**src/rtl/div_pkg.sv**
```systemverilog
// Shared definitions for the sequential divider: state encoding and width constants.
package div_pkg;

    localparam int DIV_WIDTH      = 32;
    localparam int DIV_ITERATIONS = DIV_WIDTH;

    typedef enum logic [1:0] {
        IDLE = 2'd0,
        ITER = 2'd1,
        DONE = 2'd2
    } divState_t;

endpackage

```
**src/rtl/div_step.sv**
```systemverilog
// One restoring-division step: shift in the next dividend bit, trial-subtract the
// divisor and keep the difference only when it does not borrow.
module div_step
    import div_pkg::*;
#(
    parameter int WIDTH = DIV_WIDTH
) (
    input  logic [WIDTH:0]   remIn,
    input  logic             dvdBit,
    input  logic [WIDTH-1:0] divisor,
    output logic [WIDTH:0]   remOut,
    output logic             qBit
);

    logic [WIDTH:0] shifted_s;
    logic [WIDTH:0] trial_s;
    logic           unusedRemMsb_s;

    // The partial remainder stays below the divisor, so its top bit is always clear.
    assign unusedRemMsb_s = remIn[WIDTH];

    // Borrow out of the trial subtract is the "remainder < divisor" decision.
    always_comb begin
        shifted_s = {remIn[WIDTH-1:0], dvdBit};
        trial_s   = shifted_s - {1'b0, divisor};
        if (trial_s[WIDTH] == 1'b0) begin
            remOut = trial_s;
            qBit   = 1'b1;
        end else begin
            remOut = shifted_s;
            qBit   = 1'b0;
        end
    end

endmodule

```
**src/rtl/seq_divider.sv**
```systemverilog
// Multicycle signed restoring divider: one quotient bit per cycle on magnitudes,
// sign fix-up in a final cycle, one-cycle ready pulse on completion.
module seq_divider
    import div_pkg::*;
#(
    parameter int WIDTH = DIV_WIDTH
) (
    input  logic             clock,
    input  logic             reset,
    input  logic             ctrl_div,
    input  logic [WIDTH-1:0] data_operandA,
    input  logic [WIDTH-1:0] data_operandB,
    output logic [WIDTH-1:0] data_result,
    output logic [WIDTH-1:0] data_remainder,
    output logic             data_exception,
    output logic             data_resultRDY,
    output logic             busy
);

    localparam int CW = $clog2(WIDTH) + 1;

    divState_t      state_r;
    divState_t      nextState_s;
    logic [CW-1:0]  count_r;
    logic [WIDTH-1:0] dvd_r;
    logic [WIDTH-1:0] dvs_r;
    logic [WIDTH-1:0] quo_r;
    logic [WIDTH:0]   rem_r;
    logic             sA_r;
    logic             sB_r;
    logic             div0_r;
    logic [WIDTH:0]   stepRem_s;
    logic             stepQ_s;
    logic             lastStep_s;
    logic [WIDTH-1:0] fixResult_s;
    logic [WIDTH-1:0] fixRem_s;

    // Two's-complement magnitude; the most negative value maps onto itself as unsigned.
    function automatic logic [WIDTH-1:0] absVal(input logic [WIDTH-1:0] v);
        return v[WIDTH-1] ? -v : v;
    endfunction

    div_step #(.WIDTH(WIDTH)) uStep (
        .remIn   (rem_r),
        .dvdBit  (dvd_r[WIDTH-1]),
        .divisor (dvs_r),
        .remOut  (stepRem_s),
        .qBit    (stepQ_s)
    );

    // Next-state decode; a new start always wins and restarts the iteration.
    always_comb begin
        nextState_s = state_r;
        lastStep_s  = (count_r == CW'(WIDTH - 1));
        case (state_r)
            IDLE: begin
                if (ctrl_div) nextState_s = ITER;
                else          nextState_s = IDLE;
            end
            ITER: begin
                if (ctrl_div)        nextState_s = ITER;
                else if (lastStep_s) nextState_s = DONE;
                else                 nextState_s = ITER;
            end
            DONE: begin
                if (ctrl_div) nextState_s = ITER;
                else          nextState_s = IDLE;
            end
            default: nextState_s = IDLE;
        endcase
    end

    // Sign fix-up of the magnitude results; divide-by-zero forces a zero quotient.
    always_comb begin
        fixRem_s = sA_r ? -rem_r[WIDTH-1:0] : rem_r[WIDTH-1:0];
        if (div0_r) begin
            fixResult_s = {WIDTH{1'b0}};
        end else begin
            fixResult_s = (sA_r ^ sB_r) ? -quo_r : quo_r;
        end
    end

    // State register and busy flag.
    always_ff @(posedge clock) begin
        if (reset) begin
            state_r <= IDLE;
            busy    <= 1'b0;
        end else begin
            state_r <= nextState_s;
            busy    <= (nextState_s != IDLE);
        end
    end

    // Operand capture, iteration datapath and registered result outputs.
    always_ff @(posedge clock) begin
        if (reset) begin
            count_r        <= {CW{1'b0}};
            dvd_r          <= {WIDTH{1'b0}};
            dvs_r          <= {WIDTH{1'b0}};
            quo_r          <= {WIDTH{1'b0}};
            rem_r          <= {(WIDTH + 1){1'b0}};
            sA_r           <= 1'b0;
            sB_r           <= 1'b0;
            div0_r         <= 1'b0;
            data_result    <= {WIDTH{1'b0}};
            data_remainder <= {WIDTH{1'b0}};
            data_exception <= 1'b0;
            data_resultRDY <= 1'b0;
        end else begin
            if (ctrl_div) begin
                dvd_r   <= absVal(data_operandA);
                dvs_r   <= absVal(data_operandB);
                sA_r    <= data_operandA[WIDTH-1];
                sB_r    <= data_operandB[WIDTH-1];
                div0_r  <= (data_operandB == {WIDTH{1'b0}});
                rem_r   <= {(WIDTH + 1){1'b0}};
                quo_r   <= {WIDTH{1'b0}};
                count_r <= {CW{1'b0}};
            end else if (state_r == ITER) begin
                rem_r   <= stepRem_s;
                dvd_r   <= {dvd_r[WIDTH-2:0], 1'b0};
                quo_r   <= {quo_r[WIDTH-2:0], stepQ_s};
                count_r <= count_r + CW'(1);
            end
            // An abort arriving in the fix-up cycle suppresses the completion.
            if ((state_r == DONE) && !ctrl_div) begin
                data_result    <= fixResult_s;
                data_remainder <= fixRem_s;
                data_exception <= div0_r;
                data_resultRDY <= 1'b1;
            end else begin
                data_resultRDY <= 1'b0;
            end
        end
    end

endmodule

```
**config.mk**
```make
export PLATFORM = sky130hd
export DESIGN_NAME = seq_divider
export DESIGN_NICKNAME = d
export VERILOG_FILES = /design/src/rtl/div_pkg.sv /design/src/rtl/div_step.sv /design/src/rtl/seq_divider.sv
export SDC_FILE = /design/constraint.sdc
export NUM_CORES = 1
export LEC_CHECK = 0
export ABC_AREA = 1
export BUFFER_PORTS_ARGS = -buffer_cell sky130_fd_sc_hd__buf_2
export CORE_MARGIN = 1.5
export CORE_UTILIZATION = 50
export DETAILED_ROUTE_END_ITERATION = 12
export MAX_ROUTING_LAYER = met4
export PLACE_DENSITY_LB_ADDON = 0.3
export SKIP_CTS_REPAIR_TIMING = 1
export SYNTH_ARGS = -nofsm -noshare
export SYNTH_HDL_FRONTEND = slang
export SYNTH_SLANG_ARGS = --single-unit
```
**constraint.sdc**
```tcl
create_clock -name clock -period 2.5 [get_ports clock]
set_clock_uncertainty 0.05 [all_clocks]
set_input_delay 0.125 -clock clock [delete_from_list [all_inputs] [get_ports clock]]
set_output_delay 0.125 -clock clock [all_outputs]
set_load 0.005 [all_outputs]
```
=== Yosys cells after proc, flatten, opt, wreduce, memory -nomap -nowiden ===
Index checks and enable logic that the tools add are counted.

* Bits in registers: 206

* $add $sub $neg: 6
* Eq/ne operators: 3
* Multiplexer cells: 14
* Bitwise logic cells: 1
* Reduce and logical (&&, ||, !) cells: 8

{| class="wikitable"
|+ Operator list
! kind !! count
|-
| $mux W32 || 8
|-
| $neg A32 Y32 || 4
|-
| $sub A33 B32 Y33 || 1
|-
| $logic_not A32 Y1 || 1
|-
| $add A6 B1 Y6 const B || 1
|-
| $eq A6 B5 Y1 const B || 1
|-
| $mux W2 || 2
|-
| $pmux W2 S2 || 1
|-
| $reduce_bool A2 Y1 || 2
|-
| $reduce_or A2 Y1 || 2
|-
| $mux W1 || 3
|-
| $eq A2 B1 Y1 const B || 1
|-
| $eq A2 B2 Y1 const B || 1
|-
| $logic_not A2 Y1 || 1
|-
| $logic_and A1 B1 Y1 || 1
|-
| $logic_not A1 Y1 || 1
|-
| $xor A1 B1 Y1 || 1
|}

=== Logic depth before layout (Yosys ltp) ===
* Depth after elaboration: 5
* Gate-level depth with buffers: 19
* Gate-level depth less buffers: 19

=== Cells and area by module ===
Synthesis repeated with hierarchy kept, for this count alone.

* Cell total of the unflattened synthesis: 2333
* Area, all modules: 14138.6 µm²

{| class="wikitable"
|+ Modules (own cells, without submodules)
! module !! times used !! cells an instance !! area an instance (µm²) !! seq. area each (µm²)
|-
| seq_divider || 1 || 1714 || 11235.8 || 4144.0
|-
| div_step || 1 || 619 || 2902.8 || 0.0
|}

=== Worst setup path before layout ===
Ideal clock, no wire load.

* Kind: register to register
* Start: reg dvd_r[31]
* End: reg rem_r[10]
* Setup time: 0.132 ns
* Data arrival time: 2.034 ns
* Slack: 0.283 ns
* Stages on the path, launching flop included: 18
* Path buffers: 2
* Cell sequence: dfxtp_1 inv_1 ha_1 fa_1 inv_1 nand2_1 nand2_1 nand3_1 nand2_2 nand2_2 nand2_2 nand2_2 nand3_2 buf_6 buf_6 nand3_2 nand3_1 a21oi_1

* Cells in the longest elaborated chain, start to end: 2

{| class="wikitable"
|+ RTL lines
! item !! line !! source
|-
| start: declaration || seq_divider.sv:25 || <nowiki>logic [WIDTH-1:0] dvd_r;</nowiki>
|-
| start signal: assignment || seq_divider.sv:98 || <nowiki>dvd_r <= {WIDTH{1'b0}};</nowiki>
|-
| start signal: assignment || seq_divider.sv:111 || <nowiki>dvd_r <= absVal(data_operandA);</nowiki>
|-
| start signal: assignment || seq_divider.sv:121 || <nowiki>dvd_r <= {dvd_r[WIDTH-2:0], 1'b0};</nowiki>
|-
| $sub A33 B32 Y33 || div_step.sv:25 || <nowiki>trial_s = shifted_s - {1'b0, divisor};</nowiki>
|-
| $mux W32 || div_step.sv:26 || <nowiki>if (trial_s[WIDTH] == 1'b0) begin</nowiki>
|-
| end signal: assignment || seq_divider.sv:101 || <nowiki>rem_r <= {(WIDTH + 1){1'b0}};</nowiki>
|-
| end signal: assignment || seq_divider.sv:116 || <nowiki>rem_r <= {(WIDTH + 1){1'b0}};</nowiki>
|-
| end signal: assignment || seq_divider.sv:120 || <nowiki>rem_r <= stepRem_s;</nowiki>
|-
| end: declaration || seq_divider.sv:28 || <nowiki>logic [WIDTH:0] rem_r;</nowiki>
|}

Every way passes these cells.
A chain may end at the register's enable or synchronous reset.

=== Final worst setup path ===
* Start: reg dvs_r[18]
* End: reg rem_r[28]

* Cells in the longest elaborated chain, start to end: 2

{| class="wikitable"
|+ RTL lines
! item !! line !! source
|-
| start: declaration || seq_divider.sv:26 || <nowiki>logic [WIDTH-1:0] dvs_r;</nowiki>
|-
| start signal: assignment || seq_divider.sv:99 || <nowiki>dvs_r <= {WIDTH{1'b0}};</nowiki>
|-
| start signal: assignment || seq_divider.sv:112 || <nowiki>dvs_r <= absVal(data_operandB);</nowiki>
|-
| $sub A33 B32 Y33 || div_step.sv:25 ||
|-
| $mux W32 || div_step.sv:26 ||
|}

Every way passes these cells.

==> impl_results.md <==
- Post-synth top area share: 30.1%
- P_leak: 8.17 nW
- Mapped Cells: between 2000 and 2500
- WS Path Type: flip-flop to flip-flop
- Async SR Flop Fraction: 0%
- Inserted Clock Buffers: 24
- Unique masters post-synth: between 40 and 50
- Via/cell ratio: 5.25
- Final worst slack: 0.128 ns
- NetSw: 2.70 mW
- DR WL/cell: 14.9 um
- Number of global-route vias before repair: 13400
- Die Wd: 169 um
- Remaining DRCs: 0
- EDFF count, synth: 0
- Skew-Pair Late Insertion Delay: 0.54 ns
- Outcome: finished with violations
- Post-Layout Cell Count: about 2800
- Cell Count Post-Placement: ~2700
- Max FO, Critical Path: 7
- Most frequent cell after synthesis: nand2_1
- Synth top area cells: dfxtp_1 (30%), nand2_1 (18%), inv_1 (9.0%)
- Type of the most critical hold path: input port to flip-flop
- Gr usage total: 29.1%
- Core ar.: 27000 um2
- Main synth FF type: dfxtp_1
- Number of cells on the critical path: 16
- Synth Net Count: 2343
- Max-Cap Viols: 0
- Setup WS pre-CTS: -0.0289 ns
- Critical path, cell by cell: inv_1, ha_1, nand2_2, inv_2, nand2_1, nand2_1, nand2_1, nand2_1, a21oi_4, nand3_4, buf_6, nand2_4, nand2_1, nand2_1, nand2_1, a21oi_1
- WHS Path Cells: 4
- Setup TNS: 0 ns
- Fin. max-slew vios: 0
- Synth area leader: dfxtp_1
- Worst-path clk slew: 0.06 ns
- Initial antenna violation count: 2
- H-tree lvl count: 1
- Gate power share: 20.9%
- CTS sink cnt: 206
- Final Hold Slack: -0.0376 ns
- CTS tree: done
- Clock group share of total power: 39.5%
- Pwr/cell area: approximately 540 nW/um2
- Critical path data required time: 2.89 ns
- Num rows: 60
- Total Power: 8.75 mW
- Post-Syn Area: 13700 um2
- CP max-delay cell: ha_1
- Synth cell count leaders: nand2_1 (673), inv_1 (328), dfxtp_1 (206)
- Top Ports: 134
- Die area: roughly 28000 um2
- Slew headroom: 55.0%
- DR vias: 14500
- Internal: 6.05 mW
- Crit end category: flip-flop
- Syn. warnings: 0
- Max Clk Rate: between 0.4 and 0.5 GHz
- Crit path max-delay family: simple AND/OR/NAND/NOR gates
- Syn avg cell area: slightly above 6 um2
- Crit-path max cell delay: 0.36 ns
- Grt total ovfl: 0
- 1st-pass router iterations: 5
- CP dominant cell by count: nand2_1
- ANT nets after route: 0
- Area delta synth->final: 17.6%
- Startpoint type of the worst setup path: flip-flop
- Sequential power share: 39.6%
- Register bit total from synthesis: around 200
- Root Driver: clkbuf_16
- CP Data Arrival Time: 2.76 ns
- Violated checks: hold timing
- GPL Wtd Cong: just under 1
- Final wirelength: 40900 um
- Layout cell share with drive strength beyond 1: 12.8%
- Worst-margin pin slew: 0.669 ns
- Cell count of the worst reg-to-reg path: 16
- Nets: 2496
- CTS Buffer Depth: 3
- Peak supply drop: 552 uV
- Switching share of power: 30.8%
- Port Buffers: 133
- Sequential cell area fraction in the yosys report: 30.1%
- Largest net degree at the start of global routing: between 60 and 70
- Final setup viols: 0
- Starting density of the core: 50.9%
- Fin. Hold Viols: 16
- Global-route wire length before repair: around 66000 um
- Die H: 169 um
- Initial DRC Count: 1004
- Post-route minimum period: approximately 2.4 ns
- CP Buf/Inv Count: 3
- Period utilization: between 90% and 100%
- Final HPWL DP: 30500 um
## power by group through the flow
stage          logic (mW)  clock network [mW]  registers, mW
6_report             1.83                3.45           3.46
3_3_place_gp         1.70                   0           3.53
5_1_grt              2.05                3.65           3.47
4_1_cts              1.73                3.52           3.46
2_1_floorplan        1.24                   0           3.51
3_5_place_dp         1.71                   0           3.53
## sequential cells by signal (all words and copies together) (netlist names)
signal and flops:
state_r 2, sB_r 1, count_r 6, dvd_r 32
dvs_r 32, busy 1, div0_r 1, data_resultRDY 1
rem_r 32, data_exception 1, sA_r 1, quo_r 32
data_result 32, data_remainder 32
## per-layer routing
| metal | GRT usage (%) | vias to the layer above | share of wire, % |
|---|---|---|---|
| li1 | - | 7388 | - |
| met1 | 35.9 | 6531 | 45 |
| met2 | 47.8 | 424 | 46 |
| met3 | 3.83 | 110 | 5.0 |
| met4 | 12.8 | 0 | 4.4 |
| met5 | - | - | 0 |
## layout make-up
type | instances | area, um2
Antenna cell | 2 | 5.00
Clock buffer | 38 | 743
Clock inverter | 5 | 38.8
Fill cell | 2584 | 10800
Inverter | 335 | 1260
Multi-Input combinational cell | 1609 | 8140
Sequential cell | 206 | 4130
Tap cell | 341 | 427
Timing Repair Buffer | 215 | 1400
## path summary, 6_finish.rpt
check	startpoint	end	slack, ns
setup / recovery	dvs_r[18]$_SDFFE_PP0P_	rem_r[28]$_SDFFE_PP0P_	0.13
hold reg to reg	data_result[26]$_SDFFE_PP0P_	data_result[26]$_SDFFE_PP0P_	0.41
hold / removal	data_operandB[22]	dvs_r[22]$_SDFFE_PP0P_	-0.04
setup reg to reg	dvs_r[18]$_SDFFE_PP0P_	rem_r[28]$_SDFFE_PP0P_	0.13
## logic make-up after synthesis
kind of cell | Yosys count | synth area share, %
AO/OA/AOI/OAI | 407 | 16.0
XOR/XNOR | 93 | 5.94
adder cells (fa/ha/maj) | 38 | 3.52
buffers and inverters | 425 | 12.1
flip-flops | 206 | 30.1
AND/OR/NAND/NOR | 1069 | 32.5
## cell usage in the layout, fill, tap and decap left out, drive strengths merged, types with 15 or more instances in the layout
| cell | instances |
|---|---|
| nand2 | 685 |
| inv | 333 |
| dfxtp | 206 |
| a21oi | 203 |
| buf | 194 |
| nor2 | 180 |
| o21ai | 151 |
| nand3 | 135 |
| xor2 | 77 |
| clkbuf | 39 |
| ha | 37 |
| nor3 | 24 |
| dlygate4sd3 | 20 |
| xnor2 | 16 |
| nand4 | 15 |
## worst reg2reg max path: cells and delay by family (launching register included)
| kind | cells | cell delay [ns] |
|---|---|---|
| simple gates | 10 | 0.91 |
| fa+ha+maj | 1 | 0.36 |
| compound gates | 2 | 0.36 |
| flops | 1 | 0.33 |
| buf+inv | 3 | 0.28 |
## stage by stage
step / utilization, % / area [um2]
floorplan: - / 13700
global placement: 55.1 / 14900
detailed placement: 55.1 / 14900
CTS: 58.0 / 15600
global route: 59.9 / 16100
finish: 59.9 / 16100
(Power assumes the default switching activity.)
